[config.mk]
export PLATFORM = sky130hd
export DESIGN_NAME = pipeline_latch
export DESIGN_NICKNAME = d
export VERILOG_FILES = /design/src/rtl/cpu_types_pkg.sv /design/src/rtl/sat_counter.sv /design/src/rtl/pipeline_latch.sv
export SDC_FILE = /design/constraint.sdc
export NUM_CORES = 1
export LEC_CHECK = 0
export CAP_MARGIN = 20
export CORE_ASPECT_RATIO = 0.6
export CORE_UTILIZATION = 55
export CTS_BUF_LIST = sky130_fd_sc_hd__clkbuf_4 sky130_fd_sc_hd__clkbuf_8
export DETAILED_ROUTE_END_ITERATION = 12
export GPL_TIMING_DRIVEN = 1
export PLACE_DENSITY = 0.86
export SYNTH_ARGS = -nofsm -noshare
export SYNTH_HDL_FRONTEND = slang
export SYNTH_SLANG_ARGS = --single-unit
export TNS_END_PERCENT = 100
[constraint.sdc]
create_clock -name CLK -period 2.6 [get_ports CLK]
set_input_delay 0.26 -clock CLK [delete_from_list [all_inputs] [get_ports CLK]]
set_output_delay 0.26 -clock CLK [all_outputs]
set_load 0.01 [all_outputs]
[src/rtl/cpu_types_pkg.sv]
// cpu_types_pkg: shared types and constants for the CPU pipeline.
//   pipe_state_t     - occupancy state of an inter-stage latch (EMPTY/ONE/TWO)
//   alu_op_t         - ALU operation encoding carried in the decode payload
//   decode_payload_t - decode->execute payload, packed by the decode stage
//   DECODE_BUBBLE    - decode payload loaded on reset/flush (harmless SLTU to x0)
package cpu_types_pkg;

  typedef enum logic [1:0] {
    EMPTY = 2'd0,
    ONE   = 2'd1,
    TWO   = 2'd2
  } pipe_state_t;

  typedef enum logic [3:0] {
    ALU_ADD  = 4'd0,
    ALU_SUB  = 4'd1,
    ALU_AND  = 4'd2,
    ALU_OR   = 4'd3,
    ALU_XOR  = 4'd4,
    ALU_SLL  = 4'd5,
    ALU_SRL  = 4'd6,
    ALU_SRA  = 4'd7,
    ALU_SLT  = 4'd8,
    ALU_SLTU = 4'd9
  } alu_op_t;

  typedef struct packed {
    logic [31:0] pc;
    logic [4:0]  rd;
    alu_op_t     alu_op;
    logic        reg_we;
  } decode_payload_t;

  localparam int DECODE_W = $bits(decode_payload_t);

  // The bubble writes nothing (reg_we=0, rd=x0), so its ALU op is irrelevant
  // architecturally; SLTU is the historical NOP encoding of the decode latch.
  localparam decode_payload_t DECODE_BUBBLE = '{
    pc:     32'h0000_0000,
    rd:     5'd0,
    alu_op: ALU_SLTU,
    reg_we: 1'b0
  };

endpackage

[src/rtl/sat_counter.sv]
// sat_counter: up-counter that sticks at its all-ones value.
//   CLK - clock (rising edge)
//   clr - synchronous clear, wins over inc
//   inc - count this cycle
//   cnt - current count, CNT_W bits
module sat_counter #(
  parameter int CNT_W = 16
) (
  input  logic             CLK,
  input  logic             clr,
  input  logic             inc,
  output logic [CNT_W-1:0] cnt
);

  logic [CNT_W-1:0] cnt_r;

  // Count register: clear, saturating increment, or hold.
  always_ff @(posedge CLK) begin
    if (clr) begin
      cnt_r <= '0;
    end else if (inc && (cnt_r != {CNT_W{1'b1}})) begin
      cnt_r <= cnt_r + CNT_W'(1);
    end else begin
      cnt_r <= cnt_r;
    end
  end

  assign cnt = cnt_r;

endmodule

[src/rtl/pipeline_latch.sv]
// pipeline_latch: generic valid/ready inter-stage register for the CPU pipeline.
//   CLK       - clock, all state on rising edge
//   RST       - synchronous active-high reset
//   flush     - drop all held entries this edge (priority over transfers)
//   in_valid  - upstream offers in_data
//   in_ready  - latch accepts this cycle
//   in_data   - upstream payload (WIDTH bits)
//   out_valid - out_data holds a live entry
//   out_ready - downstream accepts this cycle
//   out_data  - head payload, always the main register
//   stall_cnt - saturating count of cycles with out_valid && !out_ready
// SKID=0: one register, in_ready combinational from out_ready.
// SKID=1: main + skid entry, in_ready purely registered.
module pipeline_latch
  import cpu_types_pkg::*;
#(
  parameter int               WIDTH  = 32,
  parameter int               SKID   = 1,
  parameter logic [WIDTH-1:0] BUBBLE = '0,
  parameter int               CNT_W  = 16
) (
  input  logic             CLK,
  input  logic             RST,
  input  logic             flush,
  input  logic             in_valid,
  output logic             in_ready,
  input  logic [WIDTH-1:0] in_data,
  output logic             out_valid,
  input  logic             out_ready,
  output logic [WIDTH-1:0] out_data,
  output logic [CNT_W-1:0] stall_cnt
);

  pipe_state_t      state_r;
  pipe_state_t      state_nxt_s;
  logic [WIDTH-1:0] main_r;
  logic [WIDTH-1:0] main_nxt_s;
  logic [WIDTH-1:0] skid_r;
  logic [WIDTH-1:0] skid_nxt_s;
  logic             valid_r;
  logic             ready_r;
  logic             in_fire_s;
  logic             out_fire_s;
  logic             stall_s;

  // With SKID=0 the ready path is combinational so a full latch can still
  // accept when the downstream drains it in the same cycle.
  assign in_ready   = (SKID != 32'sd0) ? ready_r : (!valid_r || out_ready);
  assign in_fire_s  = in_valid && in_ready;
  assign out_fire_s = valid_r && out_ready;
  assign stall_s    = valid_r && !out_ready;

  // Next-state and payload steering; flush overrides every transfer.
  always_comb begin
    state_nxt_s = state_r;
    main_nxt_s  = main_r;
    skid_nxt_s  = skid_r;
    if (flush) begin
      state_nxt_s = EMPTY;
      main_nxt_s  = BUBBLE;
      skid_nxt_s  = BUBBLE;
    end else begin
      case (state_r)
        EMPTY: begin
          if (in_fire_s) begin
            state_nxt_s = ONE;
            main_nxt_s  = in_data;
          end else begin
            state_nxt_s = EMPTY;
          end
        end
        ONE: begin
          if (in_fire_s && out_fire_s) begin
            state_nxt_s = ONE;
            main_nxt_s  = in_data;
          end else if (in_fire_s) begin
            // Only reachable with SKID=1: SKID=0 accepts from ONE only
            // when out_ready, which always makes it a simultaneous fire.
            state_nxt_s = TWO;
            skid_nxt_s  = in_data;
          end else if (out_fire_s) begin
            state_nxt_s = EMPTY;
          end else begin
            state_nxt_s = ONE;
          end
        end
        TWO: begin
          // Skid entry is younger than main, so it moves up only on drain.
          if (out_fire_s) begin
            state_nxt_s = ONE;
            main_nxt_s  = skid_r;
          end else begin
            state_nxt_s = TWO;
          end
        end
        default: begin
          state_nxt_s = EMPTY;
          main_nxt_s  = BUBBLE;
          skid_nxt_s  = BUBBLE;
        end
      endcase
    end
  end

  // State, payload and registered valid/ready flags.
  always_ff @(posedge CLK) begin
    if (RST) begin
      state_r <= EMPTY;
      main_r  <= BUBBLE;
      skid_r  <= BUBBLE;
      valid_r <= 1'b0;
      ready_r <= 1'b1;
    end else begin
      state_r <= state_nxt_s;
      main_r  <= main_nxt_s;
      skid_r  <= skid_nxt_s;
      valid_r <= (state_nxt_s != EMPTY);
      ready_r <= (state_nxt_s != TWO);
    end
  end

  assign out_valid = valid_r;
  assign out_data  = main_r;

  // Stall statistic uses the pre-edge valid, so a flush cycle still counts.
  sat_counter #(
    .CNT_W(CNT_W)
  ) u_stall_cnt (
    .CLK(CLK),
    .clr(RST),
    .inc(stall_s),
    .cnt(stall_cnt)
  );

endmodule

== Word level (Yosys, flattened, before mapping) ==
Index checks and enable logic that the tools add are counted.
Widths: inputs -> output; s select.
Operators by class
  equality and inequality tests: 9
  bitwise gates (word level): 1
  mux-type cells: 13
  add/subtract/negate cells: 1
  reduce and logical (&&, ||, !) cells: 12
Operator list (count)
  $mux 32: 4
  $pmux 32 s3: 1
  $pmux 32 s2: 1
  $add 16x1->16 const B: 1
  $ne 16x16->1 const B: 1
  $ne 2x2->1 const B: 6
  $mux 2: 4
  $pmux 2 s3: 1
  $reduce_and 3->1: 2
  $logic_and 1x1->1: 5
  $reduce_or 2->1: 2
  $eq 2x1->1 const B: 1
  $eq 2x2->1 const B: 1
  $logic_not 2->1: 1
  $mux 1: 2
  $reduce_bool 2->1: 1
  $logic_not 1->1: 1
  $not 1->1: 1
Word-level totals
  flip-flop bits (word level): 84
  logic and storage cells: 42
  input bits: 37
  output and inout bits: 50

== Depth between registers and ports, before layout ==
  word-level depth: 7
  mapped depth: 7

== Cells and area by module ==
A second synthesis with hierarchy kept.
Unflattened totals
  cell total of the unflattened synthesis: 454
  area, all modules: 4072.7 um2
By module, submodules not included
  pipeline_latch: times used 1, seq. area each 1361.3 um2, area each 3224.3 um2, cells each 355
  sat_counter: times used 1, seq. area each 320.3 um2, area each 848.3 um2, cells each 99

== Worst setup path before layout ==
Ideal clock, no wire load.
  path type: register -> register
  from: register valid_r (netlist: out_valid)
  to: register u_stall_cnt.cnt_r[13] (netlist: u_stall_cnt.cnt[13])
  data arrival time: 1466 ps
  slack: 1011 ps
  cell stages (with the launch flop): 6
  required time: 2477 ps
  cells stage by stage: dfxtp_1 -> and4b_1 -> buf_4 -> nand3_2 -> nor4_2 -> mux2_1
On the way
  word-level cells in the longest chain between the ends: 2
Ends and longest elaborated chain
  from (decl): line pipeline_latch.sv:40  | logic valid_r;
  from (signal assigned): line pipeline_latch.sv:117  | valid_r <= (state_nxt_s != EMPTY);
  $logic_and 1x1->1: line pipeline_latch.sv:51  | assign stall_s = valid_r && !out_ready;
  $logic_and 1x1->1: line sat_counter.sv:21  | end else if (inc && (cnt_r != {CNT_W{1'b1}})) begin
  to (signal assigned): line sat_counter.sv:22  | cnt_r <= cnt_r + CNT_W'(1);
  to (signal assigned): line sat_counter.sv:24  | cnt_r <= cnt_r;
  to (decl): line sat_counter.sv:15  | logic [CNT_W-1:0] cnt_r;
No other way between the ends.
A chain may end at the register's enable or synchronous reset.

== Worst setup path after layout ==
  from: input port out_ready
  to: register u_stall_cnt.cnt_r[13] (netlist: u_stall_cnt.cnt[13])
On the way
  word-level cells in the longest chain between the ends: 3
Ends and longest elaborated chain
  from (decl): line pipeline_latch.sv:29  | input logic out_ready,
  $logic_not 1->1: line pipeline_latch.sv:51
  $logic_and 1x1->1: line pipeline_latch.sv:51
  $logic_and 1x1->1: line sat_counter.sv:21
No other way between the ends.

==> key figures <==
Status
  – Outcome: completed

STA
  – Final setup TNS: 0 ns
  – Final Hold Viols: 0
  – Slew Limit Headroom: 57.41%
  – Final Max Slew Viols: 0
  – Setup ws final: 0.7713 ns
  – Max Clk Rate: 546.8 MHz
  – RSZ-0062 raised after global routing: no
  – Min Tclk post-route: 1.829 ns
  – Clock skew: 0.007273 ns
  – Final setup vio count: 0
  – Post-route clock period utilization: 70.34%
  – Slew at the pin closest to its max-slew limit: 0.6389 ns
  – WHS: 0.4760 ns

Layout
  – Cell area after layout: 4997 µm²
  – Antenna diode count: 0
  – Final #Nets: 561
  – Most common cell after layout, fill and taps aside: clkdlybuf4s50_1
  – P&R area growth vs syn: 28.34%
  – Share of cells above drive strength 1: 11.41%
  – Fin cells: 613
  – Commonest cells after routing, fill and taps aside: 86 x clkdlybuf4s50_1, 83 x dfxtp_1, 72 x a21oi_1, 40 x nand2_1
  – Layout filler cell count: 503

Worst hold path
  – Hold Crit Start: skid_r[10]
  – Worst Hold Path EP: skid_r[10]
  – HP Class: flip-flop to flip-flop
  – Min-Delay Path Depth: 2

Die
  – Full die area: 7431 µm²
  – Initial Util: 57.58%
  – Die Wd: 110.6 µm
  – Core box area: 6763 µm²
  – Die Height: 67.18 µm
  – IO Pins: 87
  – Rows: 23

Clocking
  – Max H-tree Level: 3
  – Worst skew pair latency: 0.34 ns
  – Reg clk slew, reported paths: 0.08 ns
  – CTS resizes: 0
  – Root Buffer Master: clkbuf_8
  – Hold_buf cts: 0
  – CTS Sinks: 84
  – Post-CTS repair timing setup buffer count: 0
  – CTS Buffer Depth: 2
  – TritonCTS clock tree: built
  – CTS Buf Count: 9

Critical path
  – Critical path launch point type: primary input
  – Arr. time, crit path: 2.05 ns
  – Reg-to-reg critical path endpoint: u_stall_cnt.cnt[13]
  – Worst r2r path cells: 4
  – RR Startpoint: out_valid
  – Crit path max fanout: 7
  – Crit path kind: primary input to flip-flop
  – Worst Setup End Kind: flip-flop
  – WP data required: 2.82 ns
  – Worst R2R Setup Slack: 0.81 ns

Global route
  – Largest net degree at the start of global routing: 66
  – Tot GR Track Use: 27.04%
  – Remaining Overflow, GRT: 0
  – Initial antenna violation count: 0
  – Vias in the first global route: 3,305
  – First-pass GRT wire length: 16,150 µm

Synthesis
  – Register area share after synthesis: 43.19%
  – Synth Cell Area: 3894 µm²
  – Mean Syn Cell Area: 8.577 µm²
  – #FFs+latches synth: 84
  – Syn_nets: 492
  – Count of cell types in the netlist: 50
  – Yosys warnings: 0
  – Gate Count Post-Synth: 454

Routing
  – DR DRC count: 0
  – Post-route ant nets: 0
  – First drt pass iteration count: 4
  – Drt initial violations: 316
  – Routed vias: 3,729
  – Routed wire length: 10,170 µm
  – Routed len/inst: 16.59 µm
  – Vias per cell: 6.083

Placed design
  – Port Buffers: 86
  – Placed cell count: 599
  – Post-Place Cell Area: 4786 µm²
  – Placer Congestion: 0.8713
  – Place WS: 0.4134 ns
  – Dpl hpwl: 6649 µm

Power
  – Leakage power figure: 1.725 nW
  – Peak VDD IR: 0.0003516 V
  – Cell Pwr Density: 538.4 nW/µm²

Job
  – Max_cap viols: 0
per-stage QoR:
step                      util (%)  power, mW
final                        73.89      2.690
after global routing         73.89      2.793
after CTS                    73.89      2.697
after detailed placement     70.77      1.716
after global placement       70.77      1.708
after floorplan                  -      1.556
synthesized netlist by cell type (all sizes together):
cell type  count  area [µm²]
dfxtp         84        1682
a21oi         77       404.1
o21ai         41       205.2
nand2         40       150.1
nor2b         34       212.7
a31oi         33       206.5
a211oi        32       270.3
buf           24       140.1
clkbuf        20       75.07
or3           10       62.56
nor2           9       33.78
nand4          7       88.83
nand3          5       30.03
and2           4       25.02
inv            4       15.01
and3           2       13.77
and3b          2       17.52
and4           2       18.77
mux2i          2       20.02
nor3           2       20.02
nor4           2       33.78
or2            2       12.52
xor2           2       17.52
a21bo          1       10.01
a21boi         1       11.26
a311oi         1       8.760
and2b          1       7.510
and4b          1       10.01
ha             1       12.51
mux2           1       11.26
o2111ai        1       8.760
o211ai         1       7.510
o21bai         1       7.510
o22a           1       8.760
o31ai          1       7.510
o41a           1       11.26
o41ai          1       16.27
power by group:
group	internal (mW)	switching (mW)
Sequential	1.32	0.0230
Clock	0.559	0.440
Combinational	0.172	0.180
Total	2.05	0.642
flip-flops by register name, indices dropped and copies added (netlist names):
name	cells
u_stall_cnt.cnt	16
skid_r	32
state_r	2
out_data	32
out_valid	1
in_ready	1
cell families after synthesis:
kind of cell,share of synthesized area [%]
xor gates and xnor gates,0.4500
and+or+nand+nor,18.93
DFF,43.19
adders and majority gates,0.3213
AOI/OAI and AO/OA,30.40
muxes,0.8033
buffers and inverters,5.912
area by class of cell:
cell class                 count  area [µm²]  area share, %
clock buffer                  10       137.6          2.754
timing repair buffer         102       980.9          19.63
inverter                       4       15.01         0.3005
sequential                    84        1683          33.68
multi-input combinational    322        1998          39.99
tap                           87       108.9          2.178
clock inverter                 4       73.82          1.477
worst max path at each step:
stage,start,to,slack [ns],depth (start not counted)
4_1_cts,out_ready,u_stall_cnt.cnt[13],0.78,5
6_report,out_ready,u_stall_cnt.cnt[13],0.77,5
3_5_place_dp,out_ready,u_stall_cnt.cnt[13],0.41,5
2_1_floorplan,out_valid,u_stall_cnt.cnt[13],1.01,5
3_3_place_gp,out_ready,u_stall_cnt.cnt[13],0.52,5
5_1_grt,out_ready,u_stall_cnt.cnt[13],0.67,5
routing by layer:
metal | wire length, µm | track usage (%) | vias up
li1 | - | - | 1789
met1 | 4823 | 37.75 | 1783
met2 | 4576 | 42.70 | 143
met3 | 677 | 6.553 | 14
met4 | 90 | 6.333 | 0
met5 | 0 | 0 | -
critical path, stage by stage:
cell and delay (ns):
clkdlybuf4s50_1 0.52, and4b_1 0.46, nand3_2 0.12, nor4_2 0.31, mux2_1 0.37
Power figures use the tool's default switching activity.
